==> config.mk <==
export PLATFORM = sky130hd
export DESIGN_NAME = prio_encoder_rr
export DESIGN_NICKNAME = d
export VERILOG_FILES = /design/src/rtl/prio_encoder_rr.sv
export SDC_FILE = /design/constraint.sdc
export NUM_CORES = 1
export LEC_CHECK = 0
export CORE_UTILIZATION = 47
export CTS_BUF_LIST = sky130_fd_sc_hd__clkbuf_4
export DETAILED_ROUTE_END_ITERATION = 12
export PLACE_DENSITY = 0.72
export SETUP_SLACK_MARGIN = 0.15
export SLEW_MARGIN = 20
export SYNTH_ARGS = -nofsm -noshare
export SYNTH_HDL_FRONTEND = slang
export SYNTH_SLANG_ARGS = --single-unit
==> constraint.sdc <==
create_clock -name clk -period 11 [get_ports clk]
set_input_delay 3.3 -clock clk [delete_from_list [all_inputs] [get_ports clk]]
set_output_delay 3.3 -clock clk [all_outputs]
set_load 0.05 [all_outputs]
==> src/rtl/prio_encoder_rr.sv <==
// prio_encoder_rr: N-to-log2(N) request encoder, fixed or round-robin priority,
// with a registered result behind a valid/ready handshake.
module prio_encoder_rr #(
   parameter int N = 8,
   parameter int W = 3
) (
   input  logic         clk,
   input  logic         rst_n,
   input  logic [N-1:0] req_i,
   input  logic         en_i,
   input  logic         rr_mode_i,
   input  logic         out_ready_i,
   output logic         out_valid_o,
   output logic [W-1:0] out_idx_o,
   output logic [N-1:0] out_onehot_o,
   output logic         out_multi_o,
   output logic [W-1:0] rr_ptr_o
);
   logic           valid_q, valid_d;
   logic [W-1:0]   idx_q, idx_d;
   logic [N-1:0]   onehot_q, onehot_d;
   logic           multi_q, multi_d;
   logic [W-1:0]   ptr_q, ptr_d;
   logic [W-1:0]   fix_idx, rr_off, win;
   logic [2*N-1:0] rot;
   logic           found, load;
   always_comb begin
      fix_idx = '0;
      for (int i = 0; i < N; i++)
         if (req_i[i]) fix_idx = W'(i);
      // rotate so rr_ptr lands at bit 0; the lowest set bit is then the next in turn
      rot = {req_i, req_i} >> ptr_q;
      rr_off = '0;
      found = 1'b0;
      for (int i = 0; i < N; i++)
         if (rot[i] && !found) begin
            rr_off = W'(i);
            found = 1'b1;
         end
      win = rr_mode_i ? ptr_q + rr_off : fix_idx;
      load = en_i && (req_i != '0) && (!valid_q || out_ready_i);
      valid_d = load ? 1'b1 : (valid_q && !out_ready_i);
      idx_d = load ? win : idx_q;
      onehot_d = load ? N'(1) << win : onehot_q;
      multi_d = load ? |(req_i & (req_i - N'(1))) : multi_q;
      ptr_d = (load && rr_mode_i) ? win + W'(1) : ptr_q;
   end
   always_ff @(posedge clk or negedge rst_n)
      if (!rst_n) begin
         valid_q <= 1'b0;
         idx_q <= '0;
         onehot_q <= '0;
         multi_q <= 1'b0;
         ptr_q <= '0;
      end else begin
         valid_q <= valid_d;
         idx_q <= idx_d;
         onehot_q <= onehot_d;
         multi_q <= multi_d;
         ptr_q <= ptr_d;
      end
   assign out_valid_o = valid_q;
   assign out_idx_o = idx_q;
   assign out_onehot_o = onehot_q;
   assign out_multi_o = multi_q;
   assign rr_ptr_o = ptr_q;
endmodule

==> results of run 1 <==
cell type report:
type | count | area, µm²
fill | 309 | 1420
multi-input combinational | 150 | 1140
sequential | 16 | 400
timing repair buffer | 29 | 288
tap | 46 | 57.6
inverter | 9 | 33.8
clock buffer | 3 | 22.5
clock inverter | 1 | 3.75
layer usage:
metal / up-vias / GRT usage, % / wire [µm]
met4: 0 / 6.67 / 55
met2: 46 / 35.8 / 1860
met5: - / 0 / 0
met3: 8 / 6.30 / 213
li1: 741 / - / -
met1: 726 / 32.8 / 1780
logic make-up after synthesis:
group | count (synthesis)
compound gates | 55
xor+xnor | 2
fa+ha+maj | 8
buf+inv | 28
flops | 16
mux | 13
simple gates | 72
sequential cells by signal, summed over array words and instances (netlist names):
register,count
rr_ptr_o,3
out_valid_o,1
out_onehot_o,8
out_idx_o,3
out_multi_o,1
cell usage after synthesis (6+ instances only):
library cell | instances | area share [%]
ha_1 | 6 | 4.5
nand2_1 | 27 | 6.1
inv_1 | 9 | 2.0
nor2_1 | 13 | 2.9
a211oi_1 | 6 | 2.7
dfrtp_1 | 16 | 24
a21oi_1 | 14 | 4.2
clkbuf_1 | 10 | 2.3
o21ai_1 | 6 | 1.8
buf_2 | 7 | 2.1
nor3_1 | 6 | 1.8
mux4_2 | 7 | 9.5
stage by stage:
stage	util, %	area [µm²]	hold WS [ns]	worst slack (ns)
6_report	57.8	1940	0.496	3.96
3_5_place_dp	57.0	1920	0.478	3.69
2_1_floorplan	-	1660	0.744	4.62
5_1_grt	57.8	1940	0.529	3.71
3_3_place_gp	57.0	1920	0.463	3.89
4_1_cts	57.8	1940	0.499	3.99
final timing paths:
| check | startpoint | depth (start not counted) | endpoint |
|---|---|---|---|
| min reg2reg | out_idx_o[0]$_DFFE_PN0P_ | 2 | out_idx_o[0]$_DFFE_PN0P_ |
| max | req_i[4] | 14 | rr_ptr_o[2]$_DFFE_PN0P_ |
| max in group asynchronous | rst_n | 1 | out_onehot_o[5]$_DFFE_PN0P_ |
| max reg2reg | rr_ptr_o[2]$_DFFE_PN0P_ | 13 | rr_ptr_o[2]$_DFFE_PN0P_ |
| min in group asynchronous | rst_n | 1 | rr_ptr_o[2]$_DFFE_PN0P_ |
| min | out_idx_o[0]$_DFFE_PN0P_ | 2 | out_idx_o[0]$_DFFE_PN0P_ |
where the power goes:
| group | leakage, nW | switching [W] | internal [W] | total, W |
|---|---|---|---|---|
| combinational | 0.568 | 0.000266 | 0.000184 | 0.000451 |
| sequential | 0.196 | 0.0000257 | 0.0000796 | 0.000105 |
| clock | 0.0154 | 0.0000188 | 0.0000132 | 0.0000320 |
| total | 0.780 | 0.000311 | 0.000277 | 0.000588 |
critical path, stage by stage:
cell	delay [ns]
clkdlybuf4s50_1	0.67
mux4_2	0.60
mux2_2	0.32
a211oi_1	0.37
nor3_1	0.10
nor3_1	0.16
o2bb2ai_1	0.13
fa_1	0.53
nand2_1	0.06
o21ai_0	0.20
inv_1	0.15
ha_1	0.26
ha_1	0.30
a21oi_1	0.12
==> impl_summary.log, run 1 <==
[metrics] run status: complete, no violations
[metrics] post-synthesis share of cell area spent on xor and xnor gates: 2.18%
[metrics] synthesized-area fraction occupied by and/or/nand/nor cells: 21.0%
[metrics] worst ir drop on vdd: 175 µV
[metrics] largest family of logic cells by synthesized area: compound AO/OA/AOI/OAI gates
[metrics] share of synthesized area spent on multiplexers: 14.3%
[metrics] Maximum Capacitance Violations: 0
[metrics] kind of capture point of the worst setup path: flip-flop
[metrics] wire length after detailed routing: 3910 µm
[metrics] clock tree from TritonCTS: built
[metrics] crit path kind: input pin to flip-flop
[metrics] number of search-and-repair iterations in the first detailed-routing pass: 4
[metrics] TritonCTS Buffers: 3
[metrics] post-route minimum period: 7.04 ns
[metrics] Die Width: 61.5 µm
[metrics] data arrival time at the worst-slack endpoint: 7.26 ns
[metrics] number of nets produced by synthesis: 214
[metrics] syn avg cell area: 8.58 µm²
[metrics] top flip-flop cell by instance count after synthesis: dfrtp_1
[metrics] number of flops mapped to enable cells by yosys: 0
[metrics] setup repair bufs after CTS: 0
[metrics] Vias: 1,521
[metrics] GP Congestion: 0.859
[metrics] kind of launch point of the worst setup path: input pin
[metrics] pin count of the biggest net entering global routing: 33
[metrics] synthesized netlist cell count: 194
[metrics] global-route usage over all layers: 23.5%
[metrics] flop2flop setup slack: 6.86 ns
[metrics] total number of yosys warnings: 0
[metrics] number of antenna violations at the first check in global routing: 0
[metrics] total number of nets in the final design: 229
[metrics] power consumption: 0.000588 W
[metrics] most frequent standard cell in the layout excluding fill and tap cells: clkdlybuf4s50_1
[metrics] die outline area: 0.00378 mm²
[metrics] post-synthesis instance area: 0.00166 mm²
[metrics] asr flop ratio synth: 100%
[metrics] average via count per standard cell: 5.99
[metrics] largest fanout on the critical path: 14
[metrics] first-pass GRT wire length: 6570 µm
[metrics] Lkg Pwr: 0.780 nW
[metrics] vertical die dimension: 61.5 µm
[metrics] later-pin clock latency in the skew report: 0.29 ns
[metrics] endpoint required time on the critical path: 11.22 ns
[metrics] TritonCTS Sinks: 16
[metrics] Resized Gates After CTS: 0
[metrics] final global-route overflow total: 0
[metrics] number of global-route vias before repair: 1,436
[metrics] skew final: 0.00684 ns
[metrics] post-route clock period utilization: 64.0%
[metrics] number of flip-flops and latches in the synthesized netlist: 16
[metrics] class of the tightest hold or removal check: flip-flop to flip-flop
[metrics] post-detailed-route count of antenna-violating nets: 0
[metrics] Area Growth Syn to Fin: 16.8%
[metrics] initial cell density of the core: 49.5%
[metrics] total placed cells including tap cells: 250
[metrics] highest-count cells in the layout ignoring fill and taps: 28 x clkdlybuf4s50_1, 27 x nand2_1, 16 x dfrtp_1
[metrics] number of DRC violations after detailed-routing iteration 0: 79
[metrics] CTS HTree Levels: 1
[metrics] Placeable Area: 0.00336 mm²
[metrics] detail-routed net length per standard cell: 15.4 µm
[metrics] DRC violations left: 0
[metrics] sequential share of the synthesized area: 24.1%
[metrics] proportion of layout cells with a drive suffix above 1: 10.6%
[metrics] number of buffers inserted by port buffering: 28
[metrics] Site Rows: 21
[metrics] Post-Synth Adder-Cell Area: 6.32%
[metrics] unrepaired setup endpoints after global routing: false
[metrics] pins over their slew limit: 0
[metrics] Pwr per Cell Area: 302 mW/mm²
[metrics] num ports: 29
[metrics] Setup violations, final: 0
[metrics] Ant. Diodes: 0
[metrics] maximum achievable frequency: 0.142 GHz
[metrics] post-CTS clock slew at the launch and capture registers of the worst setup and hold paths: 0.10 ns
[metrics] Cell Count, Final, Fillers Out: 254
[metrics] hold violation count in the final report: 0
[metrics] setup_tns: 0 ns
[metrics] Cell variety after synth: 54
[metrics] root buffer selected by CTS: clkbuf_4
[metrics] transition time at the pin with the least slew margin: 0.727 ns
[metrics] compound-cell area share of the yosys netlist: 24.7%
[metrics] worst slew margin relative to its limit: 51.4%
[metrics] total of hold buffers inserted after clock tree synthesis: 0
[metrics] sum of net half-perimeters after detailed placement: 2890 µm
[metrics] maximum clock path buffer count: 2
No activity file was read; power rests on OpenSTA's default activity.
==> inputs of run 2 (changes only) <==
==> constraint.sdc (replaced) <==
create_clock -name clk -period 6.75 [get_ports clk]
set_input_delay 2.025 -clock clk [delete_from_list [all_inputs] [get_ports clk]]
set_output_delay 2.025 -clock clk [all_outputs]
set_load 0.05 [all_outputs]
==> impl_summary.log, run 2 (synthesized netlist as in run 1, its figures left out) <==
[metrics] highest-count cells in the layout ignoring fill and taps: 28 x clkdlybuf4s50_1, 27 x nand2_1, 16 x dfrtp_1 (unchanged)
[metrics] sum of net half-perimeters after detailed placement: 2940 µm (was 2890 µm)
[metrics] Site Rows: 21 (unchanged)
[metrics] root buffer selected by CTS: clkbuf_4 (unchanged)
[metrics] Pwr per Cell Area: 494 mW/mm² (was 302 mW/mm²)
[metrics] worst ir drop on vdd: 276 µV (was 175 µV)
[metrics] number of global-route vias before repair: 1,453 (was 1,436)
[metrics] reg2reg start: rr_ptr_o[2]$_DFFE_PN0P_ (unchanged)
[metrics] crit path kind: input pin to flip-flop (unchanged)
[metrics] proportion of layout cells with a drive suffix above 1: 10.6% (unchanged)
[metrics] average via count per standard cell: 6.02 (was 5.99)
[metrics] initial cell density of the core: 49.5% (unchanged)
[metrics] worst slew margin relative to its limit: 51.0% (was 51.4%)
[metrics] number of antenna violations at the first check in global routing: 0 (unchanged)
[metrics] GP Congestion: 0.859 (unchanged)
[metrics] unrepaired setup endpoints after global routing: false (unchanged)
[metrics] kind of launch point of the worst setup path: input pin (unchanged)
[metrics] post-route clock period utilization: 85.7%
[metrics] clock tree from TritonCTS: built (unchanged)
[metrics] Maximum Capacitance Violations: 0 (unchanged)
[metrics] setup_tns: 0 ns (unchanged)
[metrics] hold violation count in the final report: 0 (unchanged)
[metrics] Setup violations, final: 0 (unchanged)
[metrics] final global-route overflow total: 0 (unchanged)
[metrics] total number of nets in the final design: 229 (unchanged)
[metrics] most frequent standard cell in the layout excluding fill and tap cells: clkdlybuf4s50_1 (unchanged)
[metrics] transition time at the pin with the least slew margin: 0.733 ns (was 0.727 ns)
[metrics] TritonCTS Sinks: 16 (unchanged)
[metrics] kind of capture point of the worst setup path: flip-flop (unchanged)
[metrics] Lkg Pwr: 0.780 nW (unchanged)
[metrics] Resized Gates After CTS: 0 (unchanged)
[metrics] Placeable Area: 0.00336 mm² (unchanged)
[metrics] number of DRC violations after detailed-routing iteration 0: 71 (was 79)
[metrics] num ports: 29 (unchanged)
[metrics] skew final: 0.00228 ns (was 0.00684 ns)
[metrics] maximum clock path buffer count: 2 (unchanged)
[metrics] Ant. Diodes: 0 (unchanged)
[metrics] end of the critical path: rr_ptr_o[2]$_DFFE_PN0P_ (unchanged)
[metrics] destination of the worst register-to-register timing path: rr_ptr_o[2]$_DFFE_PN0P_ (unchanged)
[metrics] fraction of the core area covered by cells at the end of the flow: 57.8% (unchanged)
[metrics] endpoint required time on the critical path: 6.97 ns (was 11.22 ns)
[metrics] pin count of the biggest net entering global routing: 33 (unchanged)
[metrics] data arrival time at the worst-slack endpoint: 6.01 ns (was 7.26 ns)
[metrics] wire length after detailed routing: 4010 µm (was 3910 µm)
[metrics] class of the tightest hold or removal check: flip-flop to flip-flop (unchanged)
[metrics] detail-routed net length per standard cell: 15.8 µm (was 15.4 µm)
[metrics] Die Width: 61.5 µm (unchanged)
[metrics] flop2flop setup slack: 2.58 ns (was 6.86 ns)
[metrics] post-detailed-route count of antenna-violating nets: 0 (unchanged)
[metrics] vertical die dimension: 61.5 µm (unchanged)
[metrics] Vias: 1,528 (was 1,521)
[metrics] maximum achievable frequency: 0.173 GHz
[metrics] post-route minimum period: 5.79 ns
[metrics] run status: complete, no violations (unchanged)
[metrics] pins over their slew limit: 0 (unchanged)
[metrics] Area Growth Syn to Fin: 16.8% (unchanged)
[metrics] total of hold buffers inserted after clock tree synthesis: 0 (unchanged)
[metrics] number of cell instances on the worst register-to-register path: 13 (unchanged)
[metrics] startpoint of the worst setup timing path: req_i[4] (unchanged)
[metrics] later-pin clock latency in the skew report: 0.29 ns (about the same)
[metrics] Largest register FFs: 8 (unchanged)
[metrics] # fillers: 316 (was 309)
[metrics] die outline area: 0.00378 mm² (unchanged)
[metrics] first-pass GRT wire length: 6480 µm (was 6570 µm)
[metrics] DRC violations left: 0 (unchanged)
[metrics] post-CTS clock slew at the launch and capture registers of the worst setup and hold paths: 0.09 ns (was 0.10 ns)
[metrics] global-route usage over all layers: 23.3% (was 23.5%)
[metrics] largest fanout on the critical path: 14 (unchanged)
[metrics] CTS HTree Levels: 1 (unchanged)
[metrics] setup repair bufs after CTS: 0 (unchanged)
[metrics] number of search-and-repair iterations in the first detailed-routing pass: 4 (unchanged)
[metrics] number of buffers inserted by port buffering: 28 (unchanged)
[metrics] TritonCTS Buffers: 3 (unchanged)
run 2: cell counts in the layout (fill, tap and decap cells not counted):
No cell type changed its count.
run 2: worst max-delay path, stage by stage:
cell,delay (ns)
clkdlybuf4s50_1,0.67
mux4_2,0.60
mux2_2,0.32
a211oi_1,0.39
nor3_1,0.10
nor3_1,0.16
o2bb2ai_1,0.13
fa_1,0.53
nand2_1,0.06
o21ai_0,0.20
inv_1,0.14
ha_1,0.26
ha_1,0.30
a21oi_1,0.12
run 2: layout make-up:
cell class	count	area, µm²	area share, %
Tap cell	46	57.6	2.96
Sequential cell	16	400	20.6
Timing Repair Buffer	29	288	14.8
Inverter	9	33.8	1.74
Clock buffer	3	22.5	1.16
Clock inverter	1	3.75	0.193
Multi-Input combinational cell	150	1140	58.6
run 2: metrics by stage:
step	instances	instance area, µm²	hold slack (ns)	worst slack, ns	total power, W
final	254	1940	0.496	0.963	0.000961
after global routing	254	1940	0.528	0.656	0.00104
after CTS	254	1940	0.499	0.998	0.000964
after detailed placement	250	1920	0.478	0.699	0.000902
after global placement	250	1920	0.463	0.918	0.000876
after floorplan	194	1660	0.744	1.64	0.000746
run 2: routing by layer:
layer | routed length (µm) | share of wire (%) | GRT usage [%]
met2 | 1930 | 48 | 37.8
met5 | 0 | 0 | 0
met4 | 10 | 0.25 | 3.81
met1 | 1810 | 45 | 31.9
met3 | 252 | 6.3 | 6.09
run 2: how the worst min path moves through the flow:
| stage | depth (start not counted) | to | slack (ns) | startpoint |
|---|---|---|---|---|
| final | 2 | out_idx_o[0]$_DFFE_PN0P_ | 0.50 | out_idx_o[0]$_DFFE_PN0P_ |
| after global routing | 2 | out_onehot_o[4]$_DFFE_PN0P_ | 0.53 | out_onehot_o[4]$_DFFE_PN0P_ |
| after CTS | 2 | out_idx_o[0]$_DFFE_PN0P_ | 0.50 | out_idx_o[0]$_DFFE_PN0P_ |
| after detailed placement | 2 | out_idx_o[0]$_DFFE_PN0P_ | 0.48 | out_idx_o[0]$_DFFE_PN0P_ |
| after global placement | 2 | out_onehot_o[3]$_DFFE_PN0P_ | 0.46 | out_onehot_o[3]$_DFFE_PN0P_ |
| after floorplan | 2 | out_onehot_o[3]$_DFFE_PN0P_ | 0.74 | out_onehot_o[3]$_DFFE_PN0P_ |
run 2: where the power goes:
group	internal [W]	switching [W]
clock network	0.0000215	0.0000313
registers	0.000130	0.0000422
logic	0.000301	0.000436
==> patch 1: new RTL, settings of run 2 <==
Add an input register stage for `rr_mode_i`; this delays it by one clock. The other inputs are not delayed to match.
--- a/src/rtl/prio_encoder_rr.sv
+++ b/src/rtl/prio_encoder_rr.sv
@@ -18,2 +18,9 @@
 );
+
+   logic rr_mode_q;
+
+   always_ff @(posedge clk) begin
+      rr_mode_q <= rr_mode_i;
+   end
+
    logic           valid_q, valid_d;
@@ -39,3 +46,3 @@
          end
-      win = rr_mode_i ? ptr_q + rr_off : fix_idx;
+      win = rr_mode_q ? ptr_q + rr_off : fix_idx;
       load = en_i && (req_i != '0) && (!valid_q || out_ready_i);
@@ -45,3 +52,3 @@
       multi_d = load ? |(req_i & (req_i - N'(1))) : multi_q;
-      ptr_d = (load && rr_mode_i) ? win + W'(1) : ptr_q;
+      ptr_d = (load && rr_mode_q) ? win + W'(1) : ptr_q;
    end
Function: changed (a bounded check fails within 4 cycles, from zero or initial values and one cycle with rst_n low).
==> patch 1 against run 2 <==
  * Via count fell by 2.0%
  * Non-clock buffer count shrank 1
  * Die area increased by 1.2%
  * Final area rose by 0.77%
  * Routed wire length fell by 0.67%
  * Sequential cell count grew 1
  * Worst setup slack got worse by 0.11 ns
  * Utilization hardly changed
  * Critical path depth unchanged
  * Power grew 1.7%
  * Synthesized area up 1.2%
  * Cell count unchanged
  * Highest routed layer unchanged
==> patch 1: results (changes against run 2) <==
- Outcome: complete, no violations (unchanged)
- Placed wire-length estimate: 2.88 mm (was 2.94 mm)
- Syn Area/Cell: 8.64 µm² (was 8.58 µm²)
- Metal2 WL: 1.96 mm (was 1.93 mm)
- Number of global-route vias before repair: 1415 (was 1453)
- Final hold slack: 0.492 ns (was 0.496 ns)
- GPL Wtd Cong: 0.835 (was 0.859)
- Cell leakage power: 0.785 nW (was 0.780 nW)
- GR Layer Usage met3: 3.93% (was 6.09%)
- Cell Area, Placed: 0.00193 mm² (was 0.00192 mm²)
- Synthesized net count: 215 (was 214)
- Slew margin rel.: 49.1% (was 51.0%)
- GRT Total Usage: 24.0% (was 23.3%)
- Global Route met1 Usage: 32.5% (was 31.9%)
- M1 WL: 1.77 mm (was 1.81 mm)
- Share of cells above drive strength 1: 11.1% (was 10.6%)
- R2r setup slk: 2.48 ns (was 2.58 ns)
- Seq/Total Area, Yosys: 25.0% (was 24.1%)
- Vias after detailed routing: 1498 (was 1528)
- Number of DRC markers in iteration 0: 107 (was 71)
- Hold endpoint: out_onehot_o[3] (was out_idx_o[0])
- Worst r2r src: rr_ptr_o[0] (was rr_ptr_o[2])
- Largest cells by area after synthesis: dfrtp_1, mux4_2, nand2_1, ha_1, a21oi_1 (unchanged)
- Met3 routed WL: 189 µm (was 252 µm)
- Ys async rst share: 94.1% (was 100%)
- Hold_sp: out_onehot_o[3] (was out_idx_o[0])
- CP arrival: 6.12 ns (was 6.01 ns)
- Setup Skew: 0.00898 ns (was 0.00228 ns)
- Peak VDD IR: 0.000292 V (was 0.000276 V)
- Met2 GRT Util: 39.3% (was 37.8%)
- Placement Setup Slack: 0.603 ns (was 0.699 ns)
- Internal power: 0.000460 W (was 0.000452 W)
- Wirelength, routed: 3.98 mm (was 4.01 mm)
- # fillers: 302 (was 316)
-- patch 1: cell types whose count changed after synthesis, sizes merged --
| cell | run 2 | this run |
|---|---|---|
| dfxtp | 0 | 1 |
-- patch 1: how the worst max path moves through the flow --
stage                        to     start  slack, ns  cells after the start
floorplan           rr_ptr_o[2]  req_i[6]       1.64                     13
global placement    rr_ptr_o[2]  req_i[4]       0.75                     14
detailed placement  rr_ptr_o[2]  req_i[4]       0.60                     14
CTS                 rr_ptr_o[2]  req_i[4]       0.87                     14
global route        rr_ptr_o[2]  req_i[4]       0.57                     13
finish              rr_ptr_o[2]  req_i[4]       0.85                     14
-- patch 1: power by group through the flow --
stage                     registers [W]  clock network [W]  logic, W
after floorplan                0.000287                  0  0.000475
after global placement         0.000209                  0  0.000692
after detailed placement       0.000213                  0  0.000708
after CTS                      0.000210          0.0000588  0.000717
after global routing           0.000219          0.0000619  0.000779
final                          0.000211          0.0000558  0.000712
-- patch 1: cell type report --
class / instances / area (µm²) / area share, %
multi-input combinational: 150 / 1140 / 58.1
sequential: 17 / 422 / 21.5
timing repair buffer: 28 / 280 / 14.3
tap: 46 / 57.6 / 2.94
inverter: 9 / 33.8 / 1.72
clock buffer: 3 / 22.5 / 1.15
clock inverter: 1 / 5.00 / 0.255
-- patch 1: kinds of logic after synthesis --
| group | Yosys count | synth area share, % |
|---|---|---|
| AND/OR/NAND/NOR | 72 | 20.7 |
| AO/OA/AOI/OAI | 55 | 24.4 |
| buffers and inverters | 28 | 7.43 |
| flip-flops | 17 | 25.0 |
| multiplexers | 13 | 14.1 |
| adder cells (fa/ha/maj) | 8 | 6.24 |
| XOR/XNOR | 2 | 2.15 |
==> patch 2: new RTL, config.mk and constraints of run 2 <==
Made on the original files. The parameter `W` goes from 3 to 6.
--- a/src/rtl/prio_encoder_rr.sv
+++ b/src/rtl/prio_encoder_rr.sv
@@ -4,3 +4,3 @@
    parameter int N = 8,
-   parameter int W = 3
+   parameter int W = 6
 ) (
Ports: changed (resized out_idx_o and rr_ptr_o); port bits go from 29 to 35. The function was not compared with the original's and may differ.
==> patch 2 against run 2 <==
  * Final area grew 12%
  * Synthesized area grew 10%
  * Sequential share of layout area grew 4.8 points
  * Sequential cell count grew 6
  * Routed wire length shrank 2.5%
  * Cell count grew 7.5%
  * Worst setup slack gained 0.057 ns
  * Largest cell class unchanged
Power is left out: the tool's default activity adds up to more than one toggle a clock period on the data nets, which glitch-free logic cannot reach.
==> patch 2: results (changes against run 2) <==
- Outcome: complete, no violations (unchanged)
- Share of cells above drive strength 1: 9.78% (was 10.6%)
- First-pass GRT wire length: 6.82 mm (was 6.48 mm)
- CP max FO: 11 (was 14)
- Adder-cell share of the synthesized area: 5.04% (was 6.32%)
- # port buffers: 34 (was 28)
- Synthesized net count: 219 (was 214)
- Setup Skew: 0.00155 ns (was 0.00228 ns)
- Largest cells by area after synthesis: dfrtp_1, mux4_1, nand2_1, o21ai_0, mux4_2 (was dfrtp_1, mux4_2, nand2_1, ha_1, a21oi_1)
- Placed wire-length estimate: 2.91 mm (was 2.94 mm)
- GRT Total Usage: 20.8% (was 23.3%)
- XOR/XNOR Fraction of Synth Area: 2.86% (was 2.18%)
- DRT antenna net count: 0 (unchanged)
- Syn Area/Cell: 9.19 µm² (was 8.58 µm²)
- Synth Area in Compound Gates: 22.6% (was 24.7%)
- Post-synth top cells: nand2_1, dfrtp_1, o21ai_0 (was nand2_1, dfrtp_1, a21oi_1)
- Mux contribution to synthesized area: 13.4% (was 14.3%)
- Number of DRC markers in iteration 0: 99 (was 71)
- GPL Wtd Cong: 0.862 (was 0.859)
- Number of global-route vias before repair: 1459 (was 1453)
- Wirelength, routed: 3.91 mm (was 4.01 mm)
- Largest net degree at the start of global routing: 24 (was 33)
- Clock slew at reported path FFs: 0.11 ns (was 0.09 ns)
- Seq/Total Area, Yosys: 30.0% (was 24.1%)
- Post-route insts no fill: 273 (was 254)
==> patch 2: changes by cell type after synthesis, moves of 4 or more <==
cell and delta:
mux4_2 -4, o21ai_0 +16, dfrtp_1 +6, a211oi_1 -5, a21oi_1 -4, nand2b_1 +4
nor2_1 -4, clkbuf_1 -9, a21o_1 +4, o21ai_1 -6
==> patch 2: layout make-up <==
cell class / instances / area, µm²
tap: 48 / 60.1
fill: 340 / 1550
clock buffer: 3 / 22.5
inverter: 9 / 33.8
multi-input combinational: 157 / 1170
timing repair buffer: 34 / 335
sequential: 22 / 551
==> patch 2: path summary, 6_finish.rpt <==
kind	from	end	slack [ns]	depth (start not counted)
setup / recovery	req_i[5]	rr_ptr_o[5]	1.02	13
hold / removal	out_idx_o[5]	out_idx_o[5]	0.49	1
setup reg to reg	rr_ptr_o[0]	rr_ptr_o[5]	2.51	13
hold reg to reg	out_idx_o[5]	out_idx_o[5]	0.49	1
max in group asynchronous	rst_n	out_multi_o	4.77	1
min in group asynchronous	rst_n	out_idx_o[4]	1.66	1
==> patch 2: worst max-delay path, cell delays in order <==
cell and delay (ns):
clkdlybuf4s50_1 0.60, mux4_2 0.57, or2_1 0.26, o221a_4 0.23, o41ai_2 0.33, ha_1 0.22
inv_1 0.05, fa_1 0.39, xor2_1 0.16, a21oi_1 0.44, nand4_1 0.18, or4_1 0.42
nand3_1 0.09
==> patch 2: metrics by stage <==
stage	worst slack (ns)	cell area (µm²)
after floorplan	1.54	1840
after global placement	0.828	2150
after detailed placement	0.715	2150
after CTS	1.02	2170
after global routing	0.784	2170
final	1.02	2170
==> patch 2: cell families after synthesis <==
group / Yosys count
and+or+nand+nor: 70
AOI/OAI and AO/OA: 60
DFF: 22
buffers and inverters: 21
muxes: 14
adders and majority gates: 7
xor gates and xnor gates: 6
==> patch 2: per-layer routing <==
metal / track usage [%] / vias up / share of wire, %
li1: - / 783 / -
met1: 29.1 / 756 / 52
met2: 34.5 / 21 / 45
met3: 3.17 / 5 / 2.3
met4: 3.33 / 0 / 0.49
met5: 0 / - / 0
